## src/rtl/mem_port_arbiter.sv

```systemverilog
// mem_port_arbiter
//   Shares the single unified instruction/data memory port between the
//   multicycle CPU datapath and the external program loader/debug port.
//   Each side issues one transaction at a time with a req/ready handshake.
//   The winner is chosen round-robin on a tie. Its request is registered at
//   grant, the access is sequenced over a fixed read latency, and a one-cycle
//   ready pulse is returned to the owner only.
//
// Ports
//   clk, reset                      clock and synchronous active-high reset
//   cpu_req/we/addr/wdata           CPU transaction request fields
//   cpu_rdata, cpu_ready            CPU read data and completion pulse
//   ld_req/we/addr/wdata            loader transaction request fields
//   ld_rdata, ld_ready              loader read data and completion pulse
//   ld_excl                         loader-exclusive mode (blocks CPU grants)
//   mem_en/we/addr/wdata, mem_rdata memory port
//   busy                            high whenever not idle
//   grant_ld                        current or most recent owner (1 = loader)

module mem_port_arbiter #(
  parameter int ADDR_W  = 32,
  parameter int DATA_W  = 32,
  parameter int MEM_LAT = 1
) (
  input  logic              clk,
  input  logic              reset,
  input  logic              cpu_req,
  input  logic              cpu_we,
  input  logic [ADDR_W-1:0] cpu_addr,
  input  logic [DATA_W-1:0] cpu_wdata,
  output logic [DATA_W-1:0] cpu_rdata,
  output logic              cpu_ready,
  input  logic              ld_req,
  input  logic              ld_we,
  input  logic [ADDR_W-1:0] ld_addr,
  input  logic [DATA_W-1:0] ld_wdata,
  output logic [DATA_W-1:0] ld_rdata,
  output logic              ld_ready,
  input  logic              ld_excl,
  output logic              mem_en,
  output logic              mem_we,
  output logic [ADDR_W-1:0] mem_addr,
  output logic [DATA_W-1:0] mem_wdata,
  input  logic [DATA_W-1:0] mem_rdata,
  output logic              busy,
  output logic              grant_ld
);

  typedef enum logic [1:0] {IDLE, ACCESS, WAIT, DONE} state_t;

  state_t     state;
  logic       last_grant;
  logic [3:0] cnt;
  logic       elig_cpu;
  logic       elig_ld;
  logic       pick_ld;

  // Eligibility and round-robin choice. On a tie the side that did not own
  // the port last wins, so with last_grant = CPU (0) the loader is picked.
  assign elig_cpu = cpu_req & ~ld_excl;
  assign elig_ld  = ld_req;
  assign pick_ld  = elig_ld & (~elig_cpu | ~last_grant);

  // Main sequencer. The request fields are copied straight into the memory
  // port registers at grant, so a requester changing its inputs mid-flight
  // cannot disturb the access. mem_we is only ever high alongside mem_en,
  // which lets ACCESS use it to tell a write from a read. Ready pulses
  // default low and are raised on entry to DONE for the owner alone.
  always_ff @(posedge clk) begin
    if (reset) begin
      state      <= IDLE;
      last_grant <= 1'b1;
      grant_ld   <= 1'b0;
      cnt        <= '0;
      mem_en     <= 1'b0;
      mem_we     <= 1'b0;
      mem_addr   <= '0;
      mem_wdata  <= '0;
      cpu_rdata  <= '0;
      ld_rdata   <= '0;
      cpu_ready  <= 1'b0;
      ld_ready   <= 1'b0;
      busy       <= 1'b0;
    end else begin
      cpu_ready <= 1'b0;
      ld_ready  <= 1'b0;
      unique case (state)
        IDLE: begin
          if (elig_cpu || elig_ld) begin
            grant_ld  <= pick_ld;
            mem_en    <= 1'b1;
            mem_we    <= pick_ld ? ld_we    : cpu_we;
            mem_addr  <= pick_ld ? ld_addr  : cpu_addr;
            mem_wdata <= pick_ld ? ld_wdata : cpu_wdata;
            busy      <= 1'b1;
            state     <= ACCESS;
          end
        end
        ACCESS: begin
          mem_en <= 1'b0;
          if (mem_we) begin
            mem_we <= 1'b0;
            state  <= DONE;
            if (grant_ld) ld_ready  <= 1'b1;
            else          cpu_ready <= 1'b1;
          end else begin
            cnt   <= 4'(MEM_LAT);
            state <= WAIT;
          end
        end
        WAIT: begin
          if (cnt == 4'd1) begin
            if (grant_ld) begin
              ld_rdata <= mem_rdata;
              ld_ready <= 1'b1;
            end else begin
              cpu_rdata <= mem_rdata;
              cpu_ready <= 1'b1;
            end
            state <= DONE;
          end else begin
            cnt <= cnt - 4'd1;
          end
        end
        DONE: begin
          last_grant <= grant_ld;
          busy       <= 1'b0;
          state      <= IDLE;
        end
        default: state <= IDLE;
      endcase
    end
  end

  // The 4-bit latency counter only covers 1..15.
  lat_range_a: assert property (@(posedge clk) (MEM_LAT >= 1) && (MEM_LAT <= 15));

endmodule

```

## config.mk

```make
export PLATFORM = sky130hd
export DESIGN_NAME = mem_port_arbiter
export DESIGN_NICKNAME = d
export VERILOG_FILES = /design/src/rtl/mem_port_arbiter.sv
export SDC_FILE = /design/constraint.sdc
export NUM_CORES = 1
export LEC_CHECK = 0
export CAP_MARGIN = 40
export CORE_MARGIN = 4
export CORE_UTILIZATION = 31
export CTS_CLUSTER_SIZE = 24
export DETAILED_ROUTE_END_ITERATION = 8
export PLACE_DENSITY = 0.66
export SLEW_MARGIN = 40
export SYNTH_ARGS = -nofsm -noshare
export SYNTH_HDL_FRONTEND = slang
export SYNTH_SLANG_ARGS = --single-unit
export TNS_END_PERCENT = 100
```

## constraint.sdc

```tcl
create_clock -name clk -period 2.3 [get_ports clk]
set_input_delay 0.345 -clock clk [delete_from_list [all_inputs] [get_ports clk]]
set_output_delay 0.345 -clock clk [all_outputs]
set_load 0.01 [all_outputs]
```

==> flow_summary_export.csv <==
group,metric,value,unit
outcome,outcome,"completed",
synthesis,synth_top_family_by_area,"compound AO/OA/AOI/OAI gates",
drt,via_count,6003,
drt,wirelength,21.4,mm
die,rows,48,
cells_and_area,final_layout_size_suffix_gt1_share,5.17,%
synthesis,synth_adder_area_share,1.56,%
clocking,cts_setup_buffers,0,
synthesis,synth_compound_area_share,25.6,%
synthesis,ys_types,40,
clocking,tritoncts,"built",
global_routing,grt_first_pass_wirelength,31.6,mm
sta,fin_tns_setup,0,ns
synthesis,syn_area,5600,µm²
synthesis,synth-simple-area-share,16.4,%
cells_and_area,syn_to_final_growth,67.5,%
synthesis,synthXorXnorAreaFrac,0,%
cells_and_area,nNetsFinal,1167,
min_path,worstHoldPathType,"input pin to register",
drt,dr.pass1.iters,4,
synthesis,synth_ff_type,"dfxtp_1",
critical_path,worst-path-max-fanout,26,
power_and_ir_drop,power,0.00895,W
placement,dp_hpwl,15.2,mm
power_and_ir_drop,vdd_drop_max,0.503,mV
global_routing,antenna_found_initial,3,
drt,highest_layer,"met5",
clocking,cts.sinks,141,
sta,rsz0062_at_grt,"no",
clocking,root_buffer,"clkbuf_16",
synthesis,synthMuxAreaShare,0.179,%
synthesis,ys_seq_elements,141,
clocking,post_cts_resized,0,
clocking,clock_latency,0.41,ns
synthesis,avgSynthCellArea,7.81,µm²
critical_path,end_kind,"register",
power_and_ir_drop,power-per-cell-area,954,nW/µm²
synthesis,seq_area_frac_synth,50.4,%
sta,setup_violations,0,
clocking,numCtsBuffers,17,
sta,timing.fmax,526,MHz
die,die_area,20300,µm²
run,maxCapViolations,0,
synthesis,async_reset_ff_share,0,%
cells_and_area,num_antenna_cells,0,
die,core_area,17500,µm²
sta,max_slew_margin,46.8,%
drt,met2WireLength,10.0,mm
critical_path,cp.required,2.63,ns
synthesis,synthesis.nets,891,
power_and_ir_drop,power_leakage,3.44,nW
drt,drtIter0Drc,300,
critical_path,crit_type,"register to register",
die,start_util,32.0,%
critical_path,r2r_slack,0.40,ns
die,die_w,142,µm
critical_path,startpoint_type,"register",
sta,post-route-min-period,1.90,ns
drt,drc,0,
placement,gp_congestion,0.834,
synthesis,yosys_warnings,0,
placement,dpl.cell_count,1199,
synthesis,synth-edff-count,0,
clocking,clock_path_buffers,2,
global_routing,grt_pass1_vias,5757,
global_routing,grt_max_degree,75,
placement,port_buffers,300,
sta,worstMarginPinSlew,0.799,ns
sta,hold_viol_final,0,
drt,vias_per_cell,4.88,
drt,wl_met3,2.39,mm
clocking,clk_pin_slew,0.06,ns
sta,fin_skew,0.00704,ns
cells_and_area,fin_cells,1230,
critical_path,cp.arrival,2.23,ns
sta,holdWs,0.382,ns
sta,setup_slack,0.400,ns
drt,drtAntennaViolNets,0,
placement,pre_cts_slack,0.275,ns
die,die_y,142,µm
clocking,ctsHtreeMaxLevel,4,
global_routing,overflow,0,
sta,drv_slew,0,
global_routing,grtUsageTotal,19.9,%
sta,period_share,82.6,%
synthesis,synthCells,717,
drt,wl_met1,8.57,mm
clocking,hold_buffers,0,
drt,routedWlPerCell,17.4,µm
die,io_pins,301,
synth_stat cells (2+ instances only):
| cell type | n | area [µm²] |
|---|---|---|
| nor2_1 | 9 | 33.8 |
| o31ai_1 | 2 | 15.0 |
| buf_2 | 24 | 120 |
| inv_1 | 8 | 30.0 |
| nand2b_1 | 2 | 12.5 |
| a21oi_1 | 195 | 976 |
| o22ai_1 | 2 | 12.5 |
| o21ai_1 | 8 | 40.0 |
| nand3_1 | 2 | 10.0 |
| nand2_1 | 197 | 739 |
| ha_1 | 7 | 87.6 |
| nor3_1 | 2 | 10.0 |
| clkbuf_1 | 22 | 82.6 |
| o21ai_0 | 61 | 305 |
| buf_4 | 3 | 22.5 |
| a22oi_1 | 2 | 15.0 |
| buf_6 | 6 | 67.6 |
| and2_1 | 3 | 18.8 |
| dfxtp_1 | 141 | 2820 |
worst paths after layout:
| path | to | cells past startpoint | startpoint |
|---|---|---|---|
| worst max-delay path | ld_rdata[13] | 7 | state[0] |
| worst min-delay path | mem_wdata[28] | 4 | reset |
| worst max register to register | ld_rdata[13] | 7 | state[0] |
| worst min register to register | cpu_rdata[14] | 2 | cpu_rdata[14] |
metrics by stage:
step           cell area, µm²  utilization, %
3_5_place_dp             8780            50.2
5_1_grt                  9380            53.7
4_1_cts                  9380            53.7
2_1_floorplan            5600               -
6_report                 9380            53.7
3_3_place_gp             8780            50.2
critical path, cell delays in order (launching register included):
cell,delay [ns]
dfxtp_1,0.34
inv_1,0.13
ha_1,0.29
and4bb_4,0.30
and2_1,0.33
buf_12,0.22
nand2_1,0.07
a21oi_1,0.13
routing by layer:
layer | track usage (%) | vias to the layer above
met2 | 33.1 | 268
met5 | 0 | -
met3 | 9.24 | 33
met4 | 6.75 | 6
met1 | 22.7 | 2717
li1 | - | 2979
sequential cells by signal, summed over array words and instances (netlist names), 2 cells and up:
| signal | cells |
|---|---|
| cnt | 4 |
| mem_wdata | 32 |
| cpu_rdata | 32 |
| state | 2 |
| ld_rdata | 32 |
| mem_addr | 32 |
where the power goes:
group / switching [W] / total, W / internal, W
sequential: 0.000275 / 0.00322 / 0.00295
clock: 0.00105 / 0.00280 / 0.00176
combinational: 0.00142 / 0.00292 / 0.00150
total: 0.00274 / 0.00895 / 0.00621
placed cells by master (no fill, tap or decap), types with 3 or more instances in the layout:
cell             synthesis  layout
dfxtp_1                141     141
buf_12                   0       7
nand2_1                197     196
a21oi_1                195     195
nor2_1                   9       9
o21ai_1                  8       8
inv_1                    8       7
ha_1                     7       7
clkinv_2                 0       3
clkbuf_16                0      17
clkdlybuf4s50_1          0     299
bufinv_16                0       3
buf_4                    3       6
o21ai_0                 61      61
cells by family after synthesis:
family / Yosys count
buf+inv: 64
simple gates: 226
mux: 1
compound gates: 278
fa+ha+maj: 7
flops: 141
cell type report:
| class | count | area, µm² |
|---|---|---|
| clock buffers | 21 | 460 |
| well taps | 225 | 282 |
| flip-flops and latches | 141 | 2820 |
| multi-input cells | 512 | 2460 |
| fillers | 1650 | 8100 |
| clock inverters | 10 | 139 |
| repair buffers | 313 | 3180 |
| inverters | 8 | 30.0 |
(Power assumes the default switching activity.)
